## src/rtl/multicycle_control_fsm.sv

```systemverilog
// Main control FSM and ALU decoder for the multicycle MIPS datapath.
// Optional jump support is enabled by defining MC_CTRL_JUMP_EN.
module multicycle_control_fsm #(
    parameter int                OP_W     = 6,
    parameter int                ALUC_W   = 3,
    parameter int                CNT_W    = 32,
    parameter logic [OP_W-1:0]   OP_RTYPE = 6'h00,
    parameter logic [OP_W-1:0]   OP_LW    = 6'h23,
    parameter logic [OP_W-1:0]   OP_SW    = 6'h2B,
    parameter logic [OP_W-1:0]   OP_BEQ   = 6'h04,
    parameter logic [OP_W-1:0]   OP_ADDI  = 6'h08,
    parameter logic [OP_W-1:0]   OP_J     = 6'h02
) (
    input  logic              clock,
    input  logic              reset_n,
    input  logic [OP_W-1:0]   OpCode,
    input  logic [OP_W-1:0]   Function,
    input  logic              MemReady,
    output logic [1:0]        ALUOp,
    output logic [ALUC_W-1:0] ALUControl,
    output logic              ALUSrcA,
    output logic [1:0]        ALUSrcB,
    output logic              IorD,
    output logic [1:0]        PcSrc,
    output logic              RegDes,
    output logic              MemToReg,
    output logic              IRWrite,
    output logic              PcWrite,
    output logic              Branch,
    output logic              MemWrite,
    output logic              RegWrite,
    output logic              Illegal,
    output logic [3:0]        State,
    output logic [CNT_W-1:0]  InstrCount
);

    localparam logic [OP_W-1:0] FN_ADD = OP_W'('h20);
    localparam logic [OP_W-1:0] FN_SUB = OP_W'('h22);
    localparam logic [OP_W-1:0] FN_AND = OP_W'('h24);
    localparam logic [OP_W-1:0] FN_OR  = OP_W'('h25);
    localparam logic [OP_W-1:0] FN_SLT = OP_W'('h2A);

    typedef enum logic [3:0] {
        S_FETCH  = 4'd0,
        S_DECODE = 4'd1,
        S_MEMADR = 4'd2,
        S_MEMRD  = 4'd3,
        S_MEMWB  = 4'd4,
        S_MEMWR  = 4'd5,
        S_EXEC   = 4'd6,
        S_ALUWB  = 4'd7,
        S_BRANCH = 4'd8,
        S_ADDIEX = 4'd9,
`ifdef MC_CTRL_JUMP_EN
        S_ADDIWB = 4'd10,
        S_JUMP   = 4'd11
`else
        S_ADDIWB = 4'd10
`endif
    } state_t;

    state_t             state_q, state_d;
    logic [CNT_W-1:0]   count_q, count_d;
    logic               funct_legal;
    logic               illegal_op;

    always_comb begin
        funct_legal = (Function == FN_ADD) || (Function == FN_SUB) || (Function == FN_AND) ||
                      (Function == FN_OR)  || (Function == FN_SLT);
    end

    // Next state; count advances only when a completing state hands back to FETCH.
    always_comb begin
        state_d    = state_q;
        count_d    = count_q;
        illegal_op = 1'b0;
        case (state_q)
            S_FETCH:  if (MemReady) state_d = S_DECODE;
            S_DECODE: begin
                if ((OpCode == OP_LW) || (OpCode == OP_SW))        state_d = S_MEMADR;
                else if ((OpCode == OP_RTYPE) && funct_legal)      state_d = S_EXEC;
                else if (OpCode == OP_BEQ)                         state_d = S_BRANCH;
                else if (OpCode == OP_ADDI)                        state_d = S_ADDIEX;
`ifdef MC_CTRL_JUMP_EN
                else if (OpCode == OP_J)                           state_d = S_JUMP;
`else
                else if (OpCode == OP_J) begin
                    state_d    = S_FETCH;
                    illegal_op = 1'b1;
                end
`endif
                else begin
                    state_d    = S_FETCH;
                    illegal_op = 1'b1;
                end
            end
            S_MEMADR: state_d = (OpCode == OP_SW) ? S_MEMWR : S_MEMRD;
            S_MEMRD:  if (MemReady) state_d = S_MEMWB;
            S_MEMWR: begin
                if (MemReady) begin
                    state_d = S_FETCH;
                    count_d = count_q + CNT_W'(1);
                end
            end
            S_EXEC:   state_d = S_ALUWB;
            S_ADDIEX: state_d = S_ADDIWB;
`ifdef MC_CTRL_JUMP_EN
            S_MEMWB, S_ALUWB, S_BRANCH, S_ADDIWB, S_JUMP: begin
`else
            S_MEMWB, S_ALUWB, S_BRANCH, S_ADDIWB: begin
`endif
                state_d = S_FETCH;
                count_d = count_q + CNT_W'(1);
            end
            default:  state_d = S_FETCH;
        endcase
    end

    always_ff @(posedge clock) begin
        if (!reset_n) begin
            state_q <= S_FETCH;
            count_q <= '0;
        end else begin
            state_q <= state_d;
            count_q <= count_d;
        end
    end

    // Moore decode; enables and Illegal are suppressed for the whole reset window.
    always_comb begin
        ALUOp    = 2'b00;
        ALUSrcA  = 1'b0;
        ALUSrcB  = 2'b00;
        IorD     = 1'b0;
        PcSrc    = 2'b00;
        RegDes   = 1'b0;
        MemToReg = 1'b0;
        IRWrite  = 1'b0;
        PcWrite  = 1'b0;
        Branch   = 1'b0;
        MemWrite = 1'b0;
        RegWrite = 1'b0;
        Illegal  = 1'b0;
        case (state_q)
            S_FETCH: begin
                ALUSrcB = 2'b01;
                IRWrite = MemReady;
                PcWrite = MemReady;
            end
            S_DECODE: begin
                ALUSrcB = 2'b11;
                Illegal = illegal_op;
            end
            S_MEMADR: begin ALUSrcA = 1'b1; ALUSrcB = 2'b10; end
            S_MEMRD:  IorD = 1'b1;
            S_MEMWB:  begin MemToReg = 1'b1; RegWrite = 1'b1; end
            S_MEMWR:  begin IorD = 1'b1; MemWrite = 1'b1; end
            S_EXEC:   begin ALUSrcA = 1'b1; ALUOp = 2'b10; end
            S_ALUWB:  begin RegDes = 1'b1; RegWrite = 1'b1; end
            S_BRANCH: begin ALUSrcA = 1'b1; ALUOp = 2'b01; PcSrc = 2'b01; Branch = 1'b1; end
            S_ADDIEX: begin ALUSrcA = 1'b1; ALUSrcB = 2'b10; end
            S_ADDIWB: RegWrite = 1'b1;
`ifdef MC_CTRL_JUMP_EN
            S_JUMP:   begin PcSrc = 2'b10; PcWrite = 1'b1; end
`endif
            default:  ;
        endcase
`ifndef MC_CTRL_JUMP_EN
        PcSrc[1] = 1'b0;
`endif
        if (!reset_n) begin
            IRWrite  = 1'b0;
            PcWrite  = 1'b0;
            Branch   = 1'b0;
            MemWrite = 1'b0;
            RegWrite = 1'b0;
            Illegal  = 1'b0;
        end
    end

    always_comb begin
        case (ALUOp)
            2'b01:   ALUControl = ALUC_W'(3'b110);
            2'b10: begin
                case (Function)
                    FN_ADD:  ALUControl = ALUC_W'(3'b010);
                    FN_SUB:  ALUControl = ALUC_W'(3'b110);
                    FN_AND:  ALUControl = ALUC_W'(3'b000);
                    FN_OR:   ALUControl = ALUC_W'(3'b001);
                    FN_SLT:  ALUControl = ALUC_W'(3'b111);
                    default: ALUControl = ALUC_W'(3'b010);
                endcase
            end
            default: ALUControl = ALUC_W'(3'b010);
        endcase
    end

    assign State      = state_q;
    assign InstrCount = count_q;

endmodule

```

## config.mk

```make
export PLATFORM = sky130hd
export DESIGN_NAME = multicycle_control_fsm
export DESIGN_NICKNAME = d
export VERILOG_FILES = /design/src/rtl/multicycle_control_fsm.sv
export SDC_FILE = /design/constraint.sdc
export NUM_CORES = 1
export LEC_CHECK = 0
export CAP_MARGIN = 10
export CELL_PAD_IN_SITES_DETAIL_PLACEMENT = 1
export CELL_PAD_IN_SITES_GLOBAL_PLACEMENT = 1
export CORE_ASPECT_RATIO = 1.1
export CORE_UTILIZATION = 38
export CTS_BUF_LIST = sky130_fd_sc_hd__clkbuf_8
export CTS_CLUSTER_SIZE = 25
export DETAILED_ROUTE_END_ITERATION = 12
export GPL_ROUTABILITY_DRIVEN = 0
export PLACE_DENSITY = 0.95
export SLEW_MARGIN = 15
export SYNTH_ARGS = -nofsm -noshare
export SYNTH_HDL_FRONTEND = slang
export SYNTH_SLANG_ARGS = --single-unit
```

## constraint.sdc

```tcl
create_clock -name clock -period 3.5 [get_ports clock]
set_input_delay 0.7 -clock clock [delete_from_list [all_inputs] [get_ports clock]]
set_output_delay 0.7 -clock clock [all_outputs]
set_load 0.01 [all_outputs]
```

==> results_dict.tcl <==
set metrics [dict create \
    outcome "completed" \
    r2r_cells 5 \
    fp.dieArea_um2 6550 \
    fin_util_pct 55.1 \
    drt_iter0_markers 120 \
    max_stage_delay_ps 600 \
    cp.depth 7 \
    cp-end-kind "output port" \
    initial_core_util_pct 40.3 \
    path_buf_inv 2 \
    p_per_area_nw_per_um2 241 \
    top_layer "met4" \
    synth_edf_count 0 \
    hp-class "flop to flop" \
    power_leakage_uw 0.00104 \
    io_buffers 68 \
    synth_fp_nets 319 \
    timing.rr.end "InstrCount[25]" \
    die_h_um 84.8 \
    r2r_slack_ps 930 \
    worstPathArrival_ps 2530 \
    met2_length_um 3880 \
    setup_viol_count_final 0 \
    wl_met3_um 361 \
    grt_pass1_vias 2522 \
    grt_overflow 0 \
    maxClockFrequency_mhz 310 \
    ys_types 52 \
    dominantRegCellSynth "dfxtp_1" \
    slowest_stage "dfxtp_1" \
    gr-usage-all-layers_pct 22.6 \
    min_period_over_period_pct 92.2 \
    cts_max_path_buffers 2 \
    slew_violations 0 \
    crit_chain "inv_1 -> nor2_1 -> nand2_1 -> ha_1 -> nand3_1 -> nor2_1 -> clkdlybuf4s50_1" \
    hold_viol 0 \
    cp_max_fo 13 \
    ys_seq_area_share_pct 30.4 \
    hold_end "InstrCount[31]" \
    dr.pass1.iters 4 \
    crit_path_frequent_cell "nor2_1" \
    antenna_found_initial 0 \
    cap_violations 0 \
    fillers 717 \
    fin_skew_ps 3.73 \
    tightest_slew_ps 687 \
    tns_ps 0 \
    die_w_um 77.3 \
    holdCritStartpoint "InstrCount[30]" \
    dpl.hpwl_um 5410 \
    instances_no_fill 445 \
    cts_htree_levels 2 \
    clk_transition_reported_paths_ps 70 \
    final_nets 387 \
    place_ws_ps -35.2 \
    routed_wl_um 7310 \
    drt-met1-wl_um 2960 \
    drive_gt1_share_pct 8.97 \
    diodes 0 \
    ant_nets 0 \
    grt_max_degree 28 \
    syn_area_per_cell_um2 7.90 \
    cts_root_buf "clkbuf_8" \
    cts_tree "done" \
    syn_area_um2 2370 \
    viasPerCell 5.73 \
    grt_pass1_wl_um 12000 \
    post-synth-top-area-cell "dfxtp_1" \
    ir_worst_vdd_v 0.000161 \
    wire_per_inst_um 16.4 \
    ys_warn_count 0 \
    ys_seq_elements 36 \
    core_um2 5880 \
    setup_ws_ps 272 \
    numCtsBuffers 5 \
    r2r_start "InstrCount[2]" \
    synth_top_cell_area_share_pct 30.4 \
    worstPathRequired_ps 2800 \
    rsz0062_at_grt "no" \
    synthArstFlopShare_pct 0 \
    drc 0 \
    routed-via-count 2548 \
    clk_latency_ps 280 \
    syn_to_final_growth_pct 36.7 \
    cts_setup_buffers 0 \
    relSlewSlack_pct 54.1 \
    min_period_ps 3230 \
    dp.cells 438 \
    placement_rows 29 \
    critPathLaunchType "flop" \
    crit_family "buffers and inverters" \
    finalPower_uw 781 \
    clock-sinks 36 \
    hold_depth 2 \
    crit_type "flop to output port" \
    syn_inst 300 \
    synth_area_leaders "dfxtp_1, xnor2_1, nor2_1" \
    io_pins 70 \
]
[registers in the layout, indices dropped and copies added, names as in the netlist]
signal and cells:
State 4, InstrCount 32
[tightest hold or removal path, cell delays in order (launching register included)]
cell     delay, ps
dfxtp_1        350
nand4_1         90
a21oi_1         60
[per-stage QoR]
step,instance area (um^2),hold slack (ps)
2_1_floorplan,2370,541
3_3_place_gp,3150,518
3_5_place_dp,3150,538
4_1_cts,3240,540
5_1_grt,3240,566
6_report,3240,539
[placed cells by master, fill, tap and decap left out, types with 3 or more instances in the layout]
master            n
clkdlybuf4s50_1  67
nor2_1           41
dfxtp_1          36
xnor2_1          27
nand2_1          26
a21oi_1          13
nand4_1          13
inv_1            12
buf_4            12
nand3_1          11
a211oi_1         11
and3_1            7
nand2b_1          6
o21ai_0           6
a2111oi_0         6
a2111oi_2         5
clkbuf_8          5
nor3_1            4
nor3b_1           4
and2_1            4
and4_1            4
ha_1              4
nor2b_1           3
a31oi_1           3
a21boi_0          3
[power breakdown]
group / total, uW / leakage, uW / internal (uW) / switching (uW)
clock network: 277 / 0.0000452 / 132 / 145
registers: 413 / 0.000290 / 411 / 1.84
logic: 91.1 / 0.000701 / 46.2 / 44.9
total: 781 / 0.00104 / 590 / 191
[final cells by class]
cell class / count / area, um^2 / share of cell area, %
multi-input combinational: 233 / 1530 / 47.1
clock inverter: 2 / 8.76 / 0.270
tap: 77 / 96.3 / 2.98
timing repair buffer: 80 / 773 / 23.9
clock buffer: 5 / 68.8 / 2.13
sequential: 36 / 721 / 22.3
inverter: 12 / 45.0 / 1.39
[what timing repair did]
item                                    CTS  global route
hold buffers                              0             0
endpoints found under the setup margin    1             1
gates cloned                              0             0
resized for setup                         2             1
[layer usage]
layer	track usage (%)	vias up
met5	0	-
met4	6.86	0
met3	5.54	10
met2	42.0	79
met1	25.0	1255
li1	-	1204
[synth_stat cells, types with 6 or more instances]
cell type  count
a21oi_1       13
clkbuf_1      15
a211oi_1      11
nand2b_1       6
o21ai_0        6
and3_1         7
a2111oi_0      7
nand3_1       11
xnor2_1       27
nor2_1        41
nand2_1       26
dfxtp_1       36
inv_1         11
nand4_1       13
[cells by family after synthesis]
kind of cell | synth area share (%)
other | 0.158
XOR/XNOR | 10.4
buffers and inverters | 5.44
multiplexers | 1.37
AO/OA/AOI/OAI | 20.1
adder cells (fa/ha/maj) | 2.11
AND/OR/NAND/NOR | 30.1
flip-flops | 30.4
[worst max-delay path by stage]
stage,from,endpoint,slack (ps)
after CTS,Function[1],Illegal,40
after floorplan,Function[1],Illegal,1060
after detailed placement,Function[1],Illegal,-40
final,State[3],ALUControl[0],270
after global routing,State[3],ALUControl[0],40
after global placement,Function[1],Illegal,-10
Note: power is estimated with default switching activity, not from simulation.
